### src/rtl/regfl_rd_seq_if.sv
// Output stream of the register-file read sequencer: one register word per beat.
interface regfl_rd_seq_if #(
  parameter int unsigned W  = 64,
  parameter int unsigned AW = 3
);
  logic [W-1:0]  dout;
  logic [AW-1:0] dout_idx;
  logic          vld;
  logic          rdy;
  logic          last;

  // Producer side: drives the beat, observes back-pressure
  modport master (
    output dout,
    output dout_idx,
    output vld,
    output last,
    input  rdy
  );

  // Consumer side
  modport slave (
    input  dout,
    input  dout_idx,
    input  vld,
    input  last,
    output rdy
  );
endinterface

### src/rtl/regfl_rd_seq.sv
// Read sequencer for the 8x64 register file: snapshots regfl.q on start and
// streams a burst of registers (with wrap) over a valid/ready handshake.
module regfl_rd_seq #(
  parameter int unsigned W  = 64,
  parameter int unsigned N  = 8,
  parameter int unsigned AW = 3
) (
  input  logic                 clk,
  input  logic                 rst,
  input  logic                 start,
  input  logic [AW-1:0]        base,
  input  logic [AW:0]          cnt,
  input  logic [N*W-1:0]       q_in,
  regfl_rd_seq_if.master       m,
  output logic                 busy,
  output logic                 done
);

  localparam logic [AW:0] N_CNT = (AW+1)'(N);
  localparam logic [AW:0] ONE   = (AW+1)'(1);

  typedef enum logic [1:0] {
    IDLE = 2'd0,
    SEND = 2'd1,
    DONE = 2'd2
  } state_t;

  state_t         state_q, state_d;
  logic [W-1:0]   snap_q [N];
  logic [W-1:0]   q_words [N];
  logic [AW-1:0]  ptr_q, ptr_d;
  logic [AW:0]    rem_q, rem_d;
  logic           snap_we;

  logic [W-1:0]   dout_q, dout_d;
  logic [AW-1:0]  idx_q, idx_d;
  logic           vld_q, vld_d;
  logic           last_q, last_d;
  logic           busy_q, busy_d;
  logic           done_q, done_d;

  // Unpack the flat bus: register 0 sits in the most significant word
  for (genvar k = 0; k < int'(N); k++) begin : g_unpack
    assign q_words[k] = q_in[N*W-1-W*k -: W];
  end

  // Next-state and next-output logic; outputs are registered from these values
  always_comb begin
    state_d = state_q;
    ptr_d   = ptr_q;
    rem_d   = rem_q;
    snap_we = 1'b0;

    case (state_q)
      IDLE: begin
        if (start) begin
          if (cnt != '0) begin
            snap_we = 1'b1;
            ptr_d   = base;
            rem_d   = (cnt > N_CNT) ? N_CNT : cnt;
            state_d = SEND;
          end else begin
            state_d = DONE;
          end
        end
      end
      SEND: begin
        if (m.rdy) begin
          ptr_d = ptr_q + AW'(1);
          rem_d = rem_q - ONE;
          if (rem_q == ONE) state_d = DONE;
        end
      end
      DONE: state_d = IDLE;
      default: state_d = IDLE;
    endcase

    // First beat reads straight from the bus being snapshotted this edge
    dout_d = snap_we ? q_words[ptr_d] : snap_q[ptr_d];
    idx_d  = ptr_d;
    vld_d  = (state_d == SEND);
    last_d = (state_d == SEND) && (rem_d == ONE);
    busy_d = (state_d != IDLE);
    done_d = (state_d == DONE);
  end

  // State, pointer and output registers
  always_ff @(posedge clk) begin
    if (rst) begin
      state_q <= IDLE;
      ptr_q   <= '0;
      rem_q   <= '0;
      dout_q  <= '0;
      idx_q   <= '0;
      vld_q   <= 1'b0;
      last_q  <= 1'b0;
      busy_q  <= 1'b0;
      done_q  <= 1'b0;
    end else begin
      state_q <= state_d;
      ptr_q   <= ptr_d;
      rem_q   <= rem_d;
      dout_q  <= dout_d;
      idx_q   <= idx_d;
      vld_q   <= vld_d;
      last_q  <= last_d;
      busy_q  <= busy_d;
      done_q  <= done_d;
    end
  end

  // Snapshot storage: captured once per burst so later regfl writes are invisible
  always_ff @(posedge clk) begin
    if (rst) begin
      for (int k = 0; k < int'(N); k++) snap_q[k] <= '0;
    end else if (snap_we) begin
      for (int k = 0; k < int'(N); k++) snap_q[k] <= q_words[k];
    end
  end

  assign m.dout     = dout_q;
  assign m.dout_idx = idx_q;
  assign m.vld      = vld_q;
  assign m.last     = last_q;
  assign busy       = busy_q;
  assign done       = done_q;

endmodule

### src/flat_wrapper.sv
// flat-port wrapper written by rule: the top's interface ports become plain ports
module regfl_rd_seq_flat 
#(
  parameter int unsigned W  = 64,
  parameter int unsigned N  = 8,
  parameter int unsigned AW = 3
)
  (clk, rst, start, base, cnt, q_in, busy, done, m_dout, m_dout_idx, m_vld, m_last, m_rdy);
  regfl_rd_seq_if #(.W(W), .AW(AW)) m_i ();
  input  logic clk;
  input  logic rst;
  input  logic start;
  input  logic [AW-1:0] base;
  input  logic [AW:0] cnt;
  input  logic [N*W-1:0] q_in;
  output logic busy;
  output logic done;
  output wire logic [$bits(m_i.dout)-1:0] m_dout;
  output wire logic [$bits(m_i.dout_idx)-1:0] m_dout_idx;
  output wire logic [$bits(m_i.vld)-1:0] m_vld;
  output wire logic [$bits(m_i.last)-1:0] m_last;
  input wire logic [$bits(m_i.rdy)-1:0] m_rdy;
  assign m_dout = m_i.dout;
  assign m_dout_idx = m_i.dout_idx;
  assign m_vld = m_i.vld;
  assign m_last = m_i.last;
  assign m_i.rdy = m_rdy;
  regfl_rd_seq #(.W(W), .N(N), .AW(AW)) u_core (.clk(clk), .rst(rst), .start(start), .base(base), .cnt(cnt), .q_in(q_in), .m(m_i), .busy(busy), .done(done));
endmodule
### config.mk
export PLATFORM = sky130hd
export DESIGN_NAME = regfl_rd_seq_flat
export DESIGN_NICKNAME = d
export VERILOG_FILES = /design/src/rtl/regfl_rd_seq_if.sv /design/src/rtl/regfl_rd_seq.sv /design/src/flat_wrapper.sv
export SDC_FILE = /design/constraint.sdc
export NUM_CORES = 1
export LEC_CHECK = 0
export ABC_AREA = 1
export CORE_AREA = 3 3 257 259
export CTS_BUF_LIST = sky130_fd_sc_hd__clkbuf_8
export DETAILED_ROUTE_END_ITERATION = 8
export DIE_AREA = 0 0 260 262
export MAX_ROUTING_LAYER = met4
export PLACE_DENSITY = 0.78
export SYNTH_ARGS = -nofsm -noshare
export SYNTH_HDL_FRONTEND = slang
export SYNTH_SLANG_ARGS = --single-unit
### constraint.sdc
create_clock -name clk -period 14.54 [get_ports clk]
set_input_delay 2.908 -clock clk [delete_from_list [all_inputs] [get_ports clk]]
set_output_delay 2.908 -clock clk [all_outputs]
set_load 0.005 [all_outputs]
# Word level (Yosys, flattened, before mapping)
# Memories as Yosys holds them, arrays and structs flattened.
# Cells that the tools add are included.
word_totals:
  output_inout_bits: 71
  ram_bits: 512
  in_bits: 523
  word_cells: 65
  n_memories: 1
  reg_bits: 77
mem_list:
  columns: ["memory", "depth", "width", "read_ports", "rd_clocked_by_memory_dff", "wr", "line_no", "rtl"]
  rows:
  - ["u_core.snap_q", 8, 64, 1, 0, 8, "regfl_rd_seq.sv:29", "logic [W-1:0] snap_q [N];"]
op_classes:
  muxes: 34
  n_lt_le_gt_ge: 2
  n_bitwise: 9
  n_reduce_logical: 4
  n_eq_ne: 5
  n_addsub: 2
ops:
  columns: ["operator", "count"]
  rows:
  - ["$mux 64", 11]
  - ["$bmux 64 s3", 1]
  - ["$mux 4", 4]
  - ["$mux 3", 3]
  - ["$eq 4x1->1 const B", 2]
  - ["$mux 1", 8]
  - ["$mux 2", 4]
  - ["$or 1x1->1", 8]
  - ["$pmux 4 s2", 1]
  - ["$pmux 3 s2", 1]
  - ["$eq 2x1->1 const B", 2]
  - ["$ge 4x4->1 const B", 1]
  - ["$gt 4x4->1 const B", 1]
  - ["$not 3->4", 1]
  - ["$pmux 2 s2", 1]
  - ["$reduce_bool 4->1", 1]
  - ["$sub 4x1->4 const B", 1]
  - ["$add 3x1->3 const B", 1]
  - ["$eq 2x2->1 const B", 1]
  - ["$logic_not 2->1", 1]
  - ["$reduce_bool 2->1", 1]
  - ["$logic_and 1x1->1", 1]

# Logic depth before layout (Yosys ltp)
# Gate-level depths: netlist of run 1.
depth:
  depth_word: 9
  mapped_depth: 16
  ltp_nobuf: 14

# Least setup slack after synthesis of run 1
# Ideal clock, no wire load.
synth_timing:
  kind: "input to register"
  start: "in cnt[3]"
  end: "mem u_core.snap_q[0][0] (enable)"
  required_ns: 13.684
  setup_ns: 0.856
  arrival_time_ns: 13.576
  path_stages: 8
  n_path_buf: 2
  path_slack_ns: 0.108
  path_cell_list: "nor2_2 -> nand2_2 -> nand2_4 -> nor2_4 -> nor2_1 -> clkbuf_1 -> clkbuf_1 -> inv_1"
synth_lines:
  columns: ["item", "line_no", "rtl"]
  rows:
  - ["start, declared", "flat_wrapper.sv:14", "input logic [AW:0] cnt;"]
  - ["end, declared", "regfl_rd_seq.sv:29", null]

# Final worst setup path of run 1
layout_timing:
  start: "in cnt[3]"
  end: "reg u_core.dout_q[51], in the netlist u_core.m.dout[51]"
layout_between:
  elab_chain_cells: 9
  word_cells_on_any_way: 13
  classes_between: "mux (10); bitwise (1); reduce/logical (1); memory (1)"
layout_lines:
  columns: ["item", "line_no", "rtl"]
  rows:
  - ["$reduce_bool 4->1 *", "regfl_rd_seq.sv:57", "if (cnt != '0) begin"]
  - ["$mux 3", "regfl_rd_seq.sv:57", null]
  - ["$mux 3", "regfl_rd_seq.sv:56", "if (start) begin"]
  - ["$pmux 3 s2", "regfl_rd_seq.sv:54", "case (state_q)"]
  - ["$not 3->4 (not written as such)", "regfl_rd_seq.sv:79", "dout_d = snap_we ? q_words[ptr_d] : snap_q[ptr_d];"]
  - ["$bmux 64 s3", "regfl_rd_seq.sv:79", null]
  - ["$mux 64 (not written as such) (2 in a row)", "regfl_rd_seq.sv:79", null]
  - ["$mux 64 *", "regfl_rd_seq.sv:79", null]
  - ["end signal, assigned", "regfl_rd_seq.sv:103", "dout_q <= dout_d;"]
  - ["end, declared", "regfl_rd_seq.sv:35", "logic [W-1:0] dout_q, dout_d;"]
# Mark *: on every way between the ends. The rest lies on a longest branch, timed or not. The select of a mux whose other input is x is not followed.
# A chain may end at the register's enable or synchronous reset.

==> results.json, run 1 <==
{
  "drt-initial-drc-count": 3289,
  "hp-class": "reg -> reg",
  "finalCritPeriodShare": 0.545,
  "die_y_um": 262,
  "cts_tree": "built",
  "clkTransAtPathRegs_ps": 60,
  "total_power_uw": 4800,
  "worst_ep_arrival_time_ps": 8480,
  "rows": 93,
  "num_vias": 27930,
  "rsz0062_at_grt": "no",
  "powerDensity_nw_per_um2": 123,
  "pwr-share-clk": 0.309,
  "cp-start-kind": "primary input",
  "root_buffer": "clkbuf_8",
  "die_x_um": 260,
  "drv_cap": 0,
  "fin_crit_ps": 7920,
  "drive_gt1_frac": 0.0427,
  "holdBufCountCts": 0,
  "ys_types": 35,
  "ys_ff_latch": 589,
  "layout_commonest_cell": "inv_1",
  "worst_pin_slew_ps": 1360,
  "via_per_inst": 5.36,
  "seqPwrFrac": 0.435,
  "area_delta_synth_final_pct": 25.3,
  "grt_max_degree": 316,
  "fmax_mhz": 126,
  "routedWlPerCell_um": 18.4,
  "synth.area.top_cells": "edfxtp_1 49%, inv_1 9.1%, nand3_1 8.2%, nor2_1 7.7%, o21ai_0 6.6%",
  "yosysWarningCount": 0,
  "clock_skew_ps": 28.7,
  "ctsResizeCount": 0,
  "drtAntennaViolNets": 0,
  "first_global_vias": 26125,
  "dieArea_um2": 68100,
  "avgSynthCellArea_um2": 8.21,
  "final_nets": 4777,
  "holdWs_ps": 574,
  "peakVddDrop_v": 0.0000656,
  "drtPass1Iterations": 6,
  "drv_slew": 0,
  "grt_overflow_total": 0,
  "p_sw_frac": 0.315,
  "setup_viol_count_final": 0,
  "coreArea_um2": 64100,
  "p_int_uw": 3290,
  "syn_inst": 3808,
  "io_buffers": 593,
  "synthesis.area_um2": 31300,
  "track_usage": 0.278,
  "cts_sinks": 589,
  "place.gp.congestion": 0.891,
  "setup_tns_ps": 0,
  "synth_area_leader_cell": "edfxtp_1",
  "combPwrFrac": 0.256,
  "synth_top_area_share": 0.492,
  "clk_latency_ps": 690,
  "finalHoldViolations": 0,
  "dp_hpwl_um": 61100,
  "status": "completed",
  "leakage_uw": 0.0173,
  "drt-total-wl_um": 95700,
  "max_slew_margin": 0.0945,
  "htree_levels": 3,
  "switchingPower_uw": 1510,
  "route.detailed.drc": 0,
  "ios": 594,
  "path_max_fanout": 197,
  "final_cell_mix": "790 x inv_1, 638 x nor2_1, 592 x clkdlybuf4s50_1",
  "syn_nets": 4334,
  "crit_required_ps": 15100,
  "post_cts_buffers": 0,
  "final_util": 0.611,
  "cts_buffers": 98,
  "start_util": 0.488,
  "grt_first_pass_wirelength_um": 144000,
  "ys_seq_area_frac": 0.541,
  "cts_max_path_buffers": 3,
  "crit_type": "in -> reg",
  "antenna_found_initial": 17,
  "endpoint_kind": "flop"
}
==> registers in the layout, summed over array words and instances, names as in the netlist <==
signal          flops
u_core.m.dout      64
u_core.done         1
u_core.state_q      2
u_core.m.last       1
u_core.m.vld        1
u_core.rem_q        4
u_core.snap_q     512
u_core.busy         1
u_core.ptr_q        3
==> power by group through the flow <==
stage	Sequential [uW]	Clock, uW	Combinational, uW
6_report	2090	1490	1230
5_1_grt	2100	1580	1370
4_1_cts	2090	1500	1220
3_5_place_dp	2120	0	1220
3_3_place_gp	2120	0	1200
2_1_floorplan	2150	0	775
==> cells by family (layout without fill, tap and decap cells) <==
logic type / after synthesis / count (layout) / synth area share
and+or+nand+nor: 1311 / 1311 / 0.181
buffers and inverters: 1036 / 1562 / 0.136
AOI/OAI and AO/OA: 868 / 868 / 0.140
DFF: 589 / 589 / 0.541
adders and majority gates: 3 / 3 / 0.00120
xor gates and xnor gates: 1 / 1 / 0.000280
other: 0 / 20 / 0
==> layout make-up <==
cell class,count,area (um2)
well taps,855,1070
repair buffers,619,6150
multi-input cells,2183,10100
fillers,5465,24900
flip-flops and latches,589,16900
clock buffers,112,1540
clock inverters,71,435
inverters,760,2880
diodes,20,50.0
==> critical path: stages <==
cell and delay, ps:
clkdlybuf4s50_1 480, nor2_2 170, nand2_2 90, nand2_4 120, nand2_2 60, nand3_2 60, nand2_2 50, buf_4 340
nand2_8 840, buf_4 930, buf_4 840, buf_4 790, a21oi_1 200, o21ai_0 140, nand3_1 100, nand3_1 100
nand2_1 60
==> path summary, 6_finish.rpt <==
kind | start | depth (start not counted) | slack (ps) | to
setup reg to reg | u_core.state_q[1] | 15 | 9010 | u_core.m.dout[51]
setup / recovery | cnt[3] | 17 | 6620 | u_core.m.dout[51]
hold / removal | u_core.snap_q[3][60] | 4 | 570 | u_core.m.dout[60]
hold reg to reg | u_core.snap_q[3][60] | 4 | 570 | u_core.m.dout[60]
==> metal layers <==
layer	global-route usage	part of all wire	wire length [um]	vias to the layer above
li1	-	-	-	13364
met1	0.343	0.38	36800	12974
met2	0.446	0.48	46100	1336
met3	0.0460	0.087	8330	256
met4	0.136	0.046	4370	0
met5	-	0	0	-
==> Yosys cell counts, drive strengths merged <==
cell and number:
clkbuf 100, nand2 138, nand3b 8, or2 1, o211ai 1, a31oi 1
xor2 1, a32oi 1, o21ai 453, a21oi 406, ha 3, o221ai 1
dfxtp 77, nand3 516, buf 176, inv 760, a211oi 2, edfxtp 512
o22ai 1, o21a 1, nand4 2, a21boi 1, nor2 646
==> per-stage QoR <==
stage          cell area (um2)  instances  worst slack, ps
4_1_cts                  39100       5189             6790
3_5_place_dp             37100       5006             6090
3_3_place_gp             37100       5006             6250
2_1_floorplan            31300       3808              108
5_1_grt                  39200       5206             6180
6_report                 39200       5209             6620
No activity file was read; power rests on OpenSTA's default activity.
==> run 2: changes to the inputs <==
- CORE_AREA: 3 3 257 259 -> 3 3 245 247
- DIE_AREA: 0 0 260 262 -> 0 0 248 250
- PLACE_DENSITY: 0.78 -> 0.82
- clock period: 14.54 -> 8.2 ns (I/O delays scaled with it)
==> run 2 against run 1 <==
Against the previous run: non-clock buffer count rose by 8; highest routed layer unchanged; final cell count fell by 1.5%; critical path depth did not move; largest cell class unchanged; critical path type unchanged; clock power rose by 66%; via count rose by 0.66%; clock skew barely moved; total power rose by 75%; sequential share of layout area barely moved; setup slack got worse by 3100 ps.
==> results.json, run 2 (synthesis gave the netlist of run 1 again) <==
{
  "status": "completed",
  "multi_input_area_um2": 10100,
  "cts_buffers": 95,
  "ios": 594,
  "first_global_vias": 26253,
  "final_cell_mix": "797 x inv_1, 638 x nor2_1, 592 x clkdlybuf4s50_1",
  "nFillCells": 4571,
  "top_register": "u_core.snap_q",
  "crit_type": "in -> reg",
  "dp_hpwl_um": 62300,
  "worst_ep_arrival_time_ps": 5310,
  "post_cts_buffers": 0,
  "whs_path_depth": 4,
  "ctsResizeCount": 0,
  "fmax_mhz": 212,
  "die_x_um": 248,
  "start_util": 0.541,
  "io_buffers": 593,
  "via_per_inst": 5.48,
  "grt_overflow_total": 0,
  "drt-initial-drc-count": 3048,
  "place.gp.congestion": 0.916,
  "coreArea_um2": 57800,
  "peakVddDrop_v": 0.000125,
  "rsz0062_at_grt": "no",
  "largest_reg_flops": 512,
  "drive_gt1_frac": 0.0431,
  "routedWlPerCell_um": 18.8,
  "track_usage": 0.310,
  "crit_required_ps": 8790,
  "final_nets": 4782,
  "fin_crit_ps": 4720,
  "max_slew_margin": 0.239,
  "clk_latency_ps": 660,
  "antenna_found_initial": 27,
  "dp.cells": 4924,
  "area_delta_synth_final_pct": 25.2,
  "setup_viol_count_final": 0,
  "drv_slew": 0,
  "drt-total-wl_um": 96500,
  "drv_cap": 0,
  "powerDensity_nw_per_um2": 215,
  "layout_commonest_cell": "inv_1",
  "r2r_cells": 7,
  "num_vias": 28113,
  "grt_max_degree": 190,
  "endpoint_kind": "flop",
  "path_max_fanout": 111,
  "cts_max_path_buffers": 3,
  "clkTransAtPathRegs_ps": 60,
  "rows": 88,
  "regArea_um2": 16900,
  "cp-start-kind": "primary input",
  "finalHoldViolations": 0,
  "leakage_uw": 0.0173,
  "htree_levels": 3,
  "root_buffer": "clkbuf_8",
  "cts_sinks": 589,
  "holdWs_ps": 582,
  "finalCritPeriodShare": 0.576,
  "layout.cells.non_filler": 5130,
  "drtAntennaViolNets": 0,
  "worst_pin_slew_ps": 1140,
  "holdBufCountCts": 0,
  "drtPass1Iterations": 7,
  "dieArea_um2": 62000,
  "grt_first_pass_wirelength_um": 145000,
  "die_y_um": 250,
  "route.detailed.drc": 0,
  "clock_skew_ps": 28.4,
  "cts_tree": "built",
  "total_power_uw": 8410,
  "hp-class": "reg -> reg"
}
[run 2: cell types whose count changed in the layout (fill, tap and decap cells not counted)]
cell,change
clkinv_2,-5
clkinv_1,-8
bufinv_16,-4
diode_2,+10
nor2_2,-2
clkbuf_8,+2
inv_8,-1
inv_1,+7
nor2_4,+2
buf_12,+8
clkinvlp_4,+1
inv_6,+1
[run 2: cell type report]
cell class	instances	area share
sequential	589	0.432
multi-input combinational	2183	0.259
timing repair buffer	627	0.161
inverter	760	0.0734
clock buffer	114	0.0401
tap	765	0.0245
clock inverter	62	0.00754
antenna	30	0.00192
[run 2: per-stage QoR]
step,utilization,TNS [ps],setup WS (ps),cell area (um2)
final,0.677,0,3480,39100
after global routing,0.677,0,3300,39100
after CTS,0.676,0,3640,39100
after detailed placement,0.644,0,2930,37200
after global placement,0.644,0,3040,37200
after floorplan,-,-1197320,-2340,31300
[run 2: where the power goes]
part           internal (uW)  leakage [uW]  switching [uW]
clock network           1290       0.00112            1190
registers               3600       0.00615            98.2
logic                    845        0.0101            1380
[run 2: worst paths after layout]
| path | start | to | slack (ps) |
|---|---|---|---|
| worst max-delay path | cnt[3] | u_core.m.dout[15] | 3480 |
| worst min-delay path | u_core.snap_q[3][35] | u_core.m.dout[35] | 580 |
| worst max register to register | u_core.state_q[1] | u_core.snap_q[2][59] | 4540 |
| worst min register to register | u_core.snap_q[3][35] | u_core.m.dout[35] | 580 |
[run 2: per-layer routing]
| metal | GRT usage | up-vias | wire, um |
|---|---|---|---|
| met1 | 0.386 | 12855 | 35800 |
| met4 | 0.172 | 0 | 4910 |
| met5 | - | - | 0 |
| met3 | 0.0522 | 290 | 9740 |
| li1 | - | 13381 | - |
| met2 | 0.480 | 1587 | 46000 |
[run 2: worst max-delay path: stages]
cell and delay, ps:
clkdlybuf4s50_1 570, nor2_4 60, nand2_2 90, nand2_4 90, nand2_2 80, nand3_2 70
nand2_2 70, buf_4 600, nand2_8 600, inv_2 180, buf_4 490, nor2_1 90
nor2_1 140, o21ai_0 130, nand3_1 100, nand3_1 90, nand2_1 120
